### src/rtl/uart_slip_rx.sv
// uart_slip_rx: SLIP deframer with length check and a show-ahead output FIFO.
// Optional CRC-8 trailer check is enabled by defining SLIP_CRC_EN.
module uart_slip_rx #(
    parameter int DEPTH   = 16,
    parameter int MAX_LEN = 64
) (
    input  logic       clk,
    input  logic       rst,
    input  logic [7:0] rx_byte,
    input  logic       received,
    input  logic       recv_error,
    output logic [7:0] out_data,
    output logic       out_last,
    output logic       out_err,
    output logic       out_valid,
    input  logic       out_ready,
    output logic       frame_ok,
    output logic       frame_err,
    output logic       overflow
);

    localparam int AW = $clog2(DEPTH);
    localparam int LW = $clog2(MAX_LEN + 1);

    localparam logic [7:0] C_END   = 8'hC0;
    localparam logic [7:0] C_ESC   = 8'hDB;
    localparam logic [7:0] ESC_END = 8'hDC;
    localparam logic [7:0] ESC_ESC = 8'hDD;

`ifdef SLIP_CRC_EN
    localparam logic [1:0] HOLD_N = 2'd2;
`else
    localparam logic [1:0] HOLD_N = 2'd1;
`endif

    typedef enum logic [1:0] {
        S_HUNT,
        S_DATA,
        S_ESC
    } state_t;

    state_t state;
    state_t next_state;

    // holdback: hold_old is always the oldest held byte
    logic [7:0]    hold_old;
    logic [1:0]    hold_cnt;
    logic [LW-1:0] dec_cnt;

`ifdef SLIP_CRC_EN
    logic [7:0] hold_new;
    logic [7:0] crc;
    logic [7:0] crc_push;
    logic       short_frame;
`endif

    // terminator waiting for FIFO space
    logic       term_pend;
    logic [7:0] term_data;

    // registered FIFO write request
    logic       wr_en;
    logic [7:0] wr_data;
    logic       wr_last;
    logic       wr_err;

    // FIFO storage and pointers
    logic [9:0]  mem [DEPTH];
    logic [AW:0] wr_ptr;
    logic [AW:0] rd_ptr;
    logic [AW:0] count;
    logic [AW+1:0] count_next;
    logic [9:0]  head;
    logic        full;
    logic        rd_fire;
    logic        fifo_push;
    logic        space;

    // decoder decisions for this cycle
    logic       dec_ok;
    logic [7:0] dec_val;
    logic       is_end;
    logic       bad;
    logic       take;
    logic       push;
    logic       term;
    logic       term_bad;
    logic       pulse_ok;
    logic       pulse_err;
    logic       set_ovf;
    logic       clear;

`ifdef SLIP_CRC_EN
    function automatic logic [7:0] crc8(input logic [7:0] c, input logic [7:0] d);
        logic [7:0] r;
        r = c ^ d;
        for (int i = 0; i < 8; i++) begin
            r = r[7] ? ((r << 1) ^ 8'h07) : (r << 1);
        end
        return r;
    endfunction

    assign crc_push = crc8(crc, hold_old);
`endif

    assign count      = wr_ptr - rd_ptr;
    assign full       = (count == (AW+1)'(DEPTH));
    assign out_valid  = (count != '0);
    assign rd_fire    = out_valid & out_ready;
    assign fifo_push  = wr_en & (~full | rd_fire);
    // occupancy seen by a write issued from this cycle's decision
    assign count_next = {1'b0, count} + (AW+2)'(wr_en) - (AW+2)'(rd_fire);
    assign space      = (count_next < (AW+2)'(DEPTH));

    assign head     = mem[rd_ptr[AW-1:0]];
    assign out_data = out_valid ? head[7:0] : 8'h00;
    assign out_last = out_valid ? head[8] : 1'b0;
    assign out_err  = out_valid ? head[9] : 1'b0;

    // Decode the incoming byte and decide holdback, FIFO and pulse actions
    always_comb begin
        next_state = state;
        dec_ok     = 1'b0;
        dec_val    = rx_byte;
        is_end     = 1'b0;
        bad        = 1'b0;
        take       = 1'b0;
        push       = 1'b0;
        term       = 1'b0;
        term_bad   = 1'b0;
        pulse_ok   = 1'b0;
        pulse_err  = 1'b0;
        set_ovf    = 1'b0;
        clear      = 1'b0;
`ifdef SLIP_CRC_EN
        short_frame = 1'b0;
`endif
        if (!term_pend) begin
            if (recv_error && state != S_HUNT) begin
                bad = 1'b1;
            end else if (received) begin
                unique case (state)
                    S_HUNT: begin
                        if (rx_byte == C_END) next_state = S_DATA;
                    end
                    S_DATA: begin
                        if (rx_byte == C_END) is_end = 1'b1;
                        else if (rx_byte == C_ESC) next_state = S_ESC;
                        else dec_ok = 1'b1;
                    end
                    S_ESC: begin
                        next_state = S_DATA;
                        if (rx_byte == ESC_END) begin
                            dec_ok  = 1'b1;
                            dec_val = C_END;
                        end else if (rx_byte == ESC_ESC) begin
                            dec_ok  = 1'b1;
                            dec_val = C_ESC;
                        end else begin
                            bad = 1'b1;
                        end
                    end
                    default: next_state = S_HUNT;
                endcase
            end
        end

        if (dec_ok) begin
            if (dec_cnt == LW'(MAX_LEN)) begin
                bad = 1'b1;
            end else if (hold_cnt == HOLD_N && !space) begin
                bad     = 1'b1;
                set_ovf = 1'b1;
            end else begin
                take = 1'b1;
                push = (hold_cnt == HOLD_N);
            end
        end

        if (is_end && hold_cnt != 2'd0) begin
`ifdef SLIP_CRC_EN
            if (hold_cnt != 2'd2) begin
                bad         = 1'b1;
                short_frame = 1'b1;
            end else if (crc_push != hold_new) begin
                bad = 1'b1;
            end else if (!space) begin
                bad = 1'b1;
            end else begin
                term     = 1'b1;
                pulse_ok = 1'b1;
                clear    = 1'b1;
            end
`else
            if (!space) begin
                bad = 1'b1;
            end else begin
                term     = 1'b1;
                pulse_ok = 1'b1;
                clear    = 1'b1;
            end
`endif
        end

        if (bad) begin
            next_state = S_HUNT;
            take       = 1'b0;
            push       = 1'b0;
            pulse_ok   = 1'b0;
            pulse_err  = 1'b1;
            clear      = 1'b1;
            term_bad   = 1'b1;
`ifdef SLIP_CRC_EN
            term = (hold_cnt != 2'd0) && !short_frame;
`else
            term = (hold_cnt != 2'd0);
`endif
        end
    end

    // Decoder state, holdback, pending terminator and registered outputs
    always_ff @(posedge clk) begin
        if (rst) begin
            state     <= S_HUNT;
            hold_old  <= 8'h00;
            hold_cnt  <= 2'd0;
            dec_cnt   <= '0;
            term_pend <= 1'b0;
            term_data <= 8'h00;
            wr_en     <= 1'b0;
            wr_data   <= 8'h00;
            wr_last   <= 1'b0;
            wr_err    <= 1'b0;
            frame_ok  <= 1'b0;
            frame_err <= 1'b0;
            overflow  <= 1'b0;
`ifdef SLIP_CRC_EN
            hold_new  <= 8'h00;
            crc       <= 8'h00;
`endif
        end else begin
            state     <= next_state;
            frame_ok  <= pulse_ok;
            frame_err <= pulse_err;
            wr_en     <= 1'b0;
            if (set_ovf) overflow <= 1'b1;

            if (term_pend) begin
                if (space) begin
                    wr_en     <= 1'b1;
                    wr_data   <= term_data;
                    wr_last   <= 1'b1;
                    wr_err    <= 1'b1;
                    term_pend <= 1'b0;
                end
            end else if (push || term) begin
                if (space) begin
                    wr_en   <= 1'b1;
                    wr_data <= hold_old;
                    wr_last <= term;
                    wr_err  <= term_bad;
                end else begin
                    term_pend <= 1'b1;
                    term_data <= hold_old;
                end
            end

            if (clear) begin
                hold_cnt <= 2'd0;
                dec_cnt  <= '0;
`ifdef SLIP_CRC_EN
                crc      <= 8'h00;
`endif
            end else if (take) begin
                dec_cnt <= dec_cnt + 1'b1;
`ifdef SLIP_CRC_EN
                if (push) begin
                    crc      <= crc_push;
                    hold_old <= hold_new;
                    hold_new <= dec_val;
                end else begin
                    if (hold_cnt == 2'd0) hold_old <= dec_val;
                    else hold_new <= dec_val;
                    hold_cnt <= hold_cnt + 2'd1;
                end
`else
                hold_old <= dec_val;
                if (!push) hold_cnt <= hold_cnt + 2'd1;
`endif
            end
        end
    end

    // FIFO storage write
    always_ff @(posedge clk) begin
        if (fifo_push) mem[wr_ptr[AW-1:0]] <= {wr_err, wr_last, wr_data};
    end

    // FIFO pointers
    always_ff @(posedge clk) begin
        if (rst) begin
            wr_ptr <= '0;
            rd_ptr <= '0;
        end else begin
            if (fifo_push) wr_ptr <= wr_ptr + 1'b1;
            if (rd_fire) rd_ptr <= rd_ptr + 1'b1;
        end
    end

endmodule

### config.mk
export PLATFORM = sky130hd
export DESIGN_NAME = uart_slip_rx
export DESIGN_NICKNAME = d
export VERILOG_FILES = /design/src/rtl/uart_slip_rx.sv
export SDC_FILE = /design/constraint.sdc
export NUM_CORES = 1
export LEC_CHECK = 0
export BUFFER_PORTS_ARGS = -buffer_cell sky130_fd_sc_hd__buf_2
export CAP_MARGIN = 5
export CORE_MARGIN = 4
export CORE_UTILIZATION = 45
export CTS_BUF_LIST = sky130_fd_sc_hd__clkbuf_16
export DETAILED_ROUTE_END_ITERATION = 7
export GPL_TIMING_DRIVEN = 1
export PLACE_DENSITY = 0.67
export RECOVER_POWER = 25
export SKIP_CTS_REPAIR_TIMING = 1
export SLEW_MARGIN = 0
export SYNTH_ARGS = -nofsm -noshare
export SYNTH_HDL_FRONTEND = slang
export SYNTH_SLANG_ARGS = --single-unit
### constraint.sdc
create_clock -name clk -period 5.8 [get_ports clk]
set_clock_uncertainty 0.2 [all_clocks]
set_input_delay 0.87 -clock clk [delete_from_list [all_inputs] [get_ports clk]]
set_output_delay 0.87 -clock clk [all_outputs]
set_load 0.02 [all_outputs]
==> results.cfg, run 1 <==
[global_route]
antenna_found_initial = 0
grt_overflow_total = 0
grtUsageTotal = 0.162
grt_pass1_vias = 4972
grt_pass1_wl_um = 28200
grt_max_degree = 46

[worst_setup_path]
worstPathArrival_ps = 5310
critPathLaunchType = flop
end_kind = flop
critPathMaxFanout = 12
crit_required_ps = 5960
critical_path_class = reg -> reg

[sta]
period_needed_ps = 5140
tightest_slew_ps = 1180
slew_headroom = 0.213
clock.fmax_mhz = 194
rsz0062_at_grt = false
fin_setup_tns_ps = 0
fin_crit_sh = 0.887
maxSlewViolCount = 0
final-setup-viol-count = 0
hold_violations = 0

[pwr]
p_sw_frac = 0.285
p_comb_frac = 0.195
p_sw_mw = 1.08
clkPwrFrac = 0.360
p_int_mw = 2.71
powerDensity_mw_per_mm2 = 370
seqPwrFrac = 0.445
peakVddDrop_mv = 0.238
p_leak_nw = 2.94

[synth]
synth_area_mm2 = 0.00907
ys_warn_count = 0
synth_area_leader_cell = edfxtp_1
synth_common_cells = 160 x edfxtp_1, 58 x nor2_1, 56 x dfxtp_1, 50 x mux4_2
synth_nets = 605
synth_cells = 568
synth_top_area_frac = 0.530
ys_seq_elements = 216
yosysMostFrequentCell = edfxtp_1
yosysSeqAreaShare = 0.653
synth_top_flop_cell = edfxtp_1
synth.avg_cell_area_um2 = 16.0
async_flop_share = 0
synthTopCellsByArea = edfxtp_1 53%, mux4_2 12%, dfxtp_1 12%
synth_edf_count = 160
synth.distinct_cells = 59

[floorplanning]
floorplan.die.width_um = 150
die_h_um = 150
dieArea_mm2 = 0.0225
initial_core_util = 0.461
coreArea_mm2 = 0.0197
num_io_pins = 27
row_count = 51

[detailed_routing]
drt_iter0_drc = 290
viasPerCell = 5.45
drc = 0
first_pass_iters = 5
wl_um = 17300
ant_nets = 0
num_vias = 4832
wire_per_inst_um = 19.5

[layout]
diodes = 0
fill_cells = 1633
area_growth_pct = 12.8
drive_gt1_frac = 0.214
layout.nets = 642
finish.instance_area_mm2 = 0.0102

[clock_network]
clkTransAtPathRegs_ps = 60
root_buffer = clkbuf_16
numCtsBuffers = 23
clk_latency_ps = 510
cts_buffer_depth = 3
htree_levels = 1
cts_tree = built
clock-sinks = 216

[placement]
dp_hpwl_um = 11500
port_buffers = 26
gp_congestion = 0.820
post_dp_cell_area_mm2 = 0.00952

[flow_run]
cap_violations = 0

[worst_hold_path]
hp-class = reg -> reg

[outcome]
outcome = complete, no violations
final timing paths:
check            start           to  slack, ps  cells past startpoint
max          wr_ptr[0]  hold_old[7]        660                     21
min reg2reg   overflow     overflow        280                      2
max reg2reg  wr_ptr[0]  hold_old[7]        660                     21
min           overflow     overflow        280                      2
logic make-up (layout without fill, tap and decap cells):
| kind of cell | after synthesis | after routing | share of synthesized area |
|---|---|---|---|
| XOR/XNOR | 19 | 19 | 0.0200 |
| AND/OR/NAND/NOR | 133 | 133 | 0.0767 |
| buffers and inverters | 49 | 103 | 0.0215 |
| flip-flops | 216 | 216 | 0.653 |
| multiplexers | 73 | 73 | 0.150 |
| AO/OA/AOI/OAI | 54 | 54 | 0.0448 |
| adder cells (fa/ha/maj) | 24 | 24 | 0.0339 |
cells in the final DEF (no fill, tap or decap), types with 3 or more instances in the layout:
| cell type | netlist | routed |
|---|---|---|
| nand2b_1 | 6 | 6 |
| nand3b_1 | 3 | 3 |
| inv_1 | 22 | 26 |
| ha_1 | 23 | 23 |
| clkbuf_16 | 0 | 23 |
| mux4_2 | 50 | 50 |
| nor2b_1 | 13 | 13 |
| buf_4 | 1 | 13 |
| mux2i_1 | 23 | 23 |
| nand3_1 | 5 | 5 |
| nand2_1 | 12 | 12 |
| buf_2 | 6 | 26 |
| xor2_1 | 9 | 9 |
| a211oi_1 | 10 | 10 |
| a21oi_1 | 20 | 20 |
| xnor2_1 | 9 | 9 |
| clkinv_2 | 0 | 4 |
| nand4_1 | 7 | 7 |
| dfxtp_1 | 56 | 55 |
| nor2_1 | 58 | 58 |
| and3_1 | 3 | 3 |
| clkinv_1 | 0 | 6 |
| edfxtp_1 | 160 | 160 |
| nor3_1 | 9 | 9 |
| o211ai_1 | 3 | 3 |
sequential cells by signal, summed over array words and instances, names as in the netlist, 2 cells and up, named ones only:
signal     flops
dec_cnt        7
term_data      8
hold_old       8
wr_ptr         5
state          2
rd_ptr         5
hold_cnt       2
wr_data        8
mem          160
layer usage:
metal | track usage | wire (µm) | share of wire | vias to the layer above
met5 | 0 | 0 | 0 | -
met3 | 0.0276 | 798 | 0.046 | 26
met2 | 0.264 | 8580 | 0.50 | 119
li1 | - | - | - | 2250
met4 | 0.0412 | 355 | 0.021 | 0
met1 | 0.229 | 7580 | 0.44 | 2437
stage by stage:
stage	instances	power (mW)	setup WS (ps)	hold WS [ps]	utilization
after floorplan	568	2.29	1550	257	-
after global placement	845	2.46	854	252	0.484
after detailed placement	845	2.46	637	274	0.484
after CTS	887	3.83	642	288	0.520
after global routing	887	3.96	199	318	0.520
final	887	3.78	657	285	0.520
power by group through the flow:
stage	sequential, mW	clock, mW	combinational, mW
floorplan	1.69	0	0.598
global placement	1.72	0	0.738
finish	1.68	1.36	0.737
detailed placement	1.72	0	0.745
global route	1.69	1.46	0.811
CTS	1.69	1.39	0.747
worst max-delay path, stage by stage (launching register included):
cell and delay [ps]:
dfxtp_1 360, inv_1 120, ha_1 160, inv_1 60, fa_1 390, nand3_1 160, a21oi_1 100, or2_2 330
nor2b_1 130, buf_4 170, nor2b_1 380, ha_1 230, inv_1 50, ha_1 270, nand3b_1 90, a22oi_1 110
nor4b_2 340, nor2_1 180, a211oi_2 580, buf_4 300, mux2i_1 220, nor2_1 60
area by class of cell:
cell class	instances	area, µm²	area share
flip-flops and latches	216	5930	0.580
multi-input cells	303	2950	0.288
clock buffers	23	576	0.0563
well taps	265	332	0.0324
repair buffers	39	228	0.0223
clock inverters	19	135	0.0132
inverters	22	82.6	0.00807
Note: power is estimated with default switching activity, not from simulation.
==> run 2: changes to the inputs <==
--- a/config.mk
+++ b/config.mk
@@ -7,7 +7,7 @@
 export LEC_CHECK = 0
 export BUFFER_PORTS_ARGS = -buffer_cell sky130_fd_sc_hd__buf_2
 export CAP_MARGIN = 5
-export CORE_MARGIN = 4
+export CORE_MARGIN = 1.5
 export CORE_UTILIZATION = 45
 export CTS_BUF_LIST = sky130_fd_sc_hd__clkbuf_16
 export DETAILED_ROUTE_END_ITERATION = 7
==> run 2 against run 1 <==
  * Final cell count down 0.34%
  * Clock power up 9%
  * Power up 3.1%
  * Die area down 6.6%
  * Sequential power about the same
  * Largest cell class unchanged
  * Global-route usage up 0.52 points
  * Largest power group unchanged
  * Combinational power up 1%
  * Via count down 1.2%
  * Sequential share of layout area down 0.20 points
  * Flip-flop and latch count unchanged
  * Critical endpoint is now hold_old[5]
  * Worst setup slack better by 9.0 ps
  * Non-clock buffer count down 5
==> results.cfg, run 2 (synthesis results as in run 1) <==
[worst_hold_path]
hp-start = overflow
hp-class = reg -> reg

[floorplanning]
row_count = 51
num_io_pins = 27
coreArea_mm2 = 0.0196
dieArea_mm2 = 0.0210
die_h_um = 145
floorplan.die.width_um = 145
initial_core_util = 0.463

[detailed_routing]
drt_iter0_drc = 310
wl_um = 17200
wire_per_inst_um = 19.4
num_vias = 4776
ant_nets = 0
drc = 0
viasPerCell = 5.40
first_pass_iters = 5

[layout]
final_common_cell = edfxtp_1
largest_register_ffs = 160
area_growth_pct = 13.2
layout.nets = 638
diodes = 0
drive_gt1_frac = 0.212
layout_common_cells = 160 x edfxtp_1, 58 x nor2_1, 55 x dfxtp_1, 50 x mux4_2, 29 x inv_1

[outcome]
outcome = complete, no violations

[pwr]
p_int_mw = 2.82
p_sw_frac = 0.277
peakVddDrop_mv = 0.327
p_comb_frac = 0.191
seqPwrFrac = 0.430
p_sw_mw = 1.08
power_mw = 3.90
p_leak_nw = 2.95
clkPwrFrac = 0.379
powerDensity_mw_per_mm2 = 380

[clock_network]
cts_buffer_depth = 3
clock-sinks = 216
clkTransAtPathRegs_ps = 60
cts_tree = built
htree_levels = 1
numCtsBuffers = 24
clk_latency_ps = 510
root_buffer = clkbuf_16

[sta]
period_needed_ps = 5130
slew_headroom = 0.174
rsz0062_at_grt = false
fin_crit_sh = 0.885
hold_violations = 0
final-setup-viol-count = 0
tightest_slew_ps = 1230
maxSlewViolCount = 0
clock.fmax_mhz = 195
fin_setup_tns_ps = 0

[global_route]
grtUsageTotal = 0.167
grt_max_degree = 46
grt_pass1_wl_um = 27600
grt_pass1_vias = 5064
grt_overflow_total = 0
antenna_found_initial = 0

[worst_setup_path]
end_kind = flop
critPathMaxFanout = 12
critical_path.cell_chain = inv_1, ha_1, inv_1, fa_1, nand3_1, a21oi_1, or2_2, nor2b_1, buf_4, nor2b_1, ha_1, inv_1, ha_1, nand3b_1, a22oi_1, nor4b_2, nor2_1, a211oi_2, buf_4, mux2i_1, nor2_1
r2r_start = wr_ptr[0]
critical_path_class = reg -> reg
crit_required_ps = 5960
slowest_stage = a211oi_2
max_stage_delay_ps = 610
critPathLaunchType = flop
worstPathArrival_ps = 5300
critPathLaunch = wr_ptr[0]

[flow_run]
cap_violations = 0

[placement]
dp_hpwl_um = 11400
gp_congestion = 0.782
port_buffers = 26
## run 2: cell count changes in the layout (fill, tap and decap cells not counted), sizes merged
cell,change
buf,-5
bufinv,+2
clkbuf,+1
clkinv,-4
clkinvlp,+2
inv,+1
## run 2: path summary, 6_finish.rpt
check / slack, ps / depth (start not counted) / to
worst max-delay path: 670 / 21 / hold_old[5]
worst min-delay path: 290 / 2 / overflow
worst max register to register: 670 / 21 / hold_old[5]
worst min register to register: 290 / 2 / overflow
## run 2: layer usage
layer / track usage / wire length, µm / vias to the layer above
li1: - / - / 2242
met1: 0.220 / 7520 / 2413
met2: 0.289 / 8600 / 98
met3: 0.0289 / 726 / 23
met4: 0.0407 / 318 / 0
met5: 0 / 0 / -
## run 2: final cells by class
class | instances | area, µm²
clock buffers | 24 | 601
clock inverters | 20 | 183
fillers | 1594 | 9330
inverters | 22 | 82.6
multi-input cells | 303 | 2950
flip-flops and latches | 216 | 5930
well taps | 265 | 332
repair buffers | 34 | 190
## run 2: worst max-delay path: cells and delay by family (launching register included)
family	cells	cell delay, ps
buf+inv	5	690
mux	1	200
compound gates	3	810
simple gates	8	1660
fa+ha+maj	4	1060
flops	1	350
## run 2: power by group through the flow
stage | clock network (mW) | logic [mW] | registers [mW]
after floorplan | 0 | 0.598 | 1.69
after global placement | 0 | 0.739 | 1.71
after detailed placement | 0 | 0.756 | 1.71
after CTS | 1.51 | 0.757 | 1.68
after global routing | 1.57 | 0.817 | 1.68
final | 1.48 | 0.745 | 1.68
## run 2: stage by stage
step                      setup slack (ps)   util  hold WS (ps)  std cells  cell area, µm²
after floorplan                       1550      -           257        568            9070
after global placement                 853  0.484           253        840            9480
after detailed placement               670  0.484           281        840            9480
after CTS                              650  0.524           294        884           10300
after global routing                   215  0.524           319        884           10300
final                                  666  0.524           291        884           10300
==> run 3: changes to the inputs <==
--- a/config.mk
+++ b/config.mk
@@ -15,7 +15,6 @@
 export PLACE_DENSITY = 0.67
 export RECOVER_POWER = 25
 export SKIP_CTS_REPAIR_TIMING = 1
-export SLEW_MARGIN = 0
 export SYNTH_ARGS = -nofsm -noshare
 export SYNTH_HDL_FRONTEND = slang
 export SYNTH_SLANG_ARGS = --single-unit
==> constraint.sdc (replaced) <==
create_clock -name clk -period 5.11 [get_ports clk]
set_clock_uncertainty 0.2 [all_clocks]
set_input_delay 0.7665 -clock clk [delete_from_list [all_inputs] [get_ports clk]]
set_output_delay 0.7665 -clock clk [all_outputs]
set_load 0.02 [all_outputs]
==> run 3 against run 2 <==
  * Final cell count is 0.23% higher
  * Sequential share of layout area is 0.19 points higher
  * Flip-flop and latch count stayed put
  * Utilization down 0.17 points
  * Power grew 11%
  * Critical endpoint is now term_data[2]
==> results.cfg, run 3 (synthesis results as in run 1) <==
[outcome]
outcome = complete, no violations

[sta]
fin_setup_tns_ps = 0
clock.fmax_mhz = 220
hold_violations = 0
rsz0062_at_grt = false
slew_headroom = 0.235
final-setup-viol-count = 0
fin_crit_sh = 0.890
period_needed_ps = 4550
tightest_slew_ps = 1140
maxSlewViolCount = 0

[floorplanning]
row_count = 51
coreArea_mm2 = 0.0196
num_io_pins = 27
floorplan.die.width_um = 145
dieArea_mm2 = 0.0210
initial_core_util = 0.463
die_h_um = 145

[pwr]
peakVddDrop_mv = 0.309
power_mw = 4.34
p_leak_nw = 2.94
powerDensity_mw_per_mm2 = 424

[clock_network]
root_buffer = clkbuf_16
clkTransAtPathRegs_ps = 60
cts_tree = built
htree_levels = 1
cts_buffer_depth = 3
numCtsBuffers = 23
clock-sinks = 216
clk_latency_ps = 520

[worst_setup_path]
max_stage_delay_ps = 510
end_kind = flop
crit_required_ps = 5270
cp.buffers_inverters = 3
worstPathArrival_ps = 4710
cp-endpoint = term_data[2]
slowest_stage = or2_1
critPathLaunch = wr_ptr[0]
critical_path.cell_chain = inv_1, ha_1, inv_1, fa_1, nand3_1, a21oi_1, or2_2, nor2b_1, nor2b_1, ha_1, inv_1, ha_1, nand3b_1, a22oi_1, nor4b_2, or2_1, o221ai_4, nand3_4, mux2i_1, nor2_1
critPathMaxFanout = 14
rr_endpoint = term_data[2]
rr_worst_depth = 20
r2r_start = wr_ptr[0]
reg2reg_setup_slack_ps = 560
cp.depth = 20
critPathLaunchType = flop
cp_top_family = simple AND/OR/NAND/NOR gates
critical_path_class = reg -> reg

[placement]
port_buffers = 26
dp_hpwl_um = 11500
placed_cells = 844
gp_congestion = 0.792

[global_route]
grt_pass1_wl_um = 28100
grt_max_degree = 46
grtUsageTotal = 0.171
grt_pass1_vias = 5139
antenna_found_initial = 0
grt_overflow_total = 0

[detailed_routing]
drt_iter0_drc = 324
num_vias = 4876
drc = 0
ant_nets = 0
viasPerCell = 5.50
wire_per_inst_um = 19.8
first_pass_iters = 6
wl_um = 17600

[layout]
final_cell_count_no_fill = 886
final_common_cell = edfxtp_1
drive_gt1_frac = 0.208
diodes = 0
layout_common_cells = 160 x edfxtp_1, 58 x nor2_1, 55 x dfxtp_1, 50 x mux4_2, 28 x inv_1
layout.nets = 641
largest_register_ffs = 160
area_growth_pct = 12.8

[flow_run]
cap_violations = 0

[worst_hold_path]
hp-start = overflow
hp-class = reg -> reg
## run 3: cell types whose count changed in the layout (fill, tap and decap cells not counted), sizes merged
cell	previous run	this run
buf	34	38
clkbuf	24	23
clkinvlp	3	0
bufinv	3	2
clkinv	7	10
## run 3: worst min path at each step
| stage | slack [ps] | to | cells past startpoint |
|---|---|---|---|
| after global routing | 320 | hold_old[3] | 2 |
| after global placement | 260 | overflow | 2 |
| after detailed placement | 280 | overflow | 2 |
| after CTS | 290 | overflow | 2 |
| after floorplan | 260 | hold_old[2] | 2 |
| final | 290 | overflow | 2 |
## run 3: worst register-to-register path, delay by kind of cell (launching register included)
kind	cells	cell delay, ps
flip-flops	1	350
buffers and inverters	3	220
AND/OR/NAND/NOR	9	1970
AO/OA/AOI/OAI	3	460
adder cells (fa/ha/maj)	4	960
multiplexers	1	240
## run 3: metal layers
metal / share of wire / GRT usage
met5: 0 / 0
met4: 0.025 / 0.0500
met3: 0.043 / 0.0264
met2: 0.50 / 0.291
met1: 0.43 / 0.227
## run 3: where the power goes
| part | switching (mW) | internal, mW | total [mW] |
|---|---|---|---|
| clock | 0.649 | 0.921 | 1.57 |
| combinational | 0.518 | 0.328 | 0.846 |
| sequential | 0.0500 | 1.87 | 1.92 |
| total | 1.22 | 3.12 | 4.34 |
## run 3: final cells by class
type | count | area (µm²)
Clock buffer | 23 | 576
Tap cell | 265 | 332
Inverter | 22 | 82.6
Sequential cell | 216 | 5930
Multi-Input combinational cell | 303 | 2950
Timing Repair Buffer | 38 | 220
Fill cell | 1609 | 9360
Clock inverter | 19 | 144
## run 3: through the flow
| step | util | hold slack, ps | setup WS, ps | area [µm²] |
|---|---|---|---|---|
| after floorplan | - | 257 | 860 | 9070 |
| after global routing | 0.522 | 325 | 99.6 | 10200 |
| after CTS | 0.522 | 293 | 557 | 10200 |
| after detailed placement | 0.485 | 277 | 561 | 9510 |
| after global placement | 0.485 | 259 | 770 | 9510 |
| final | 0.522 | 286 | 564 | 10200 |
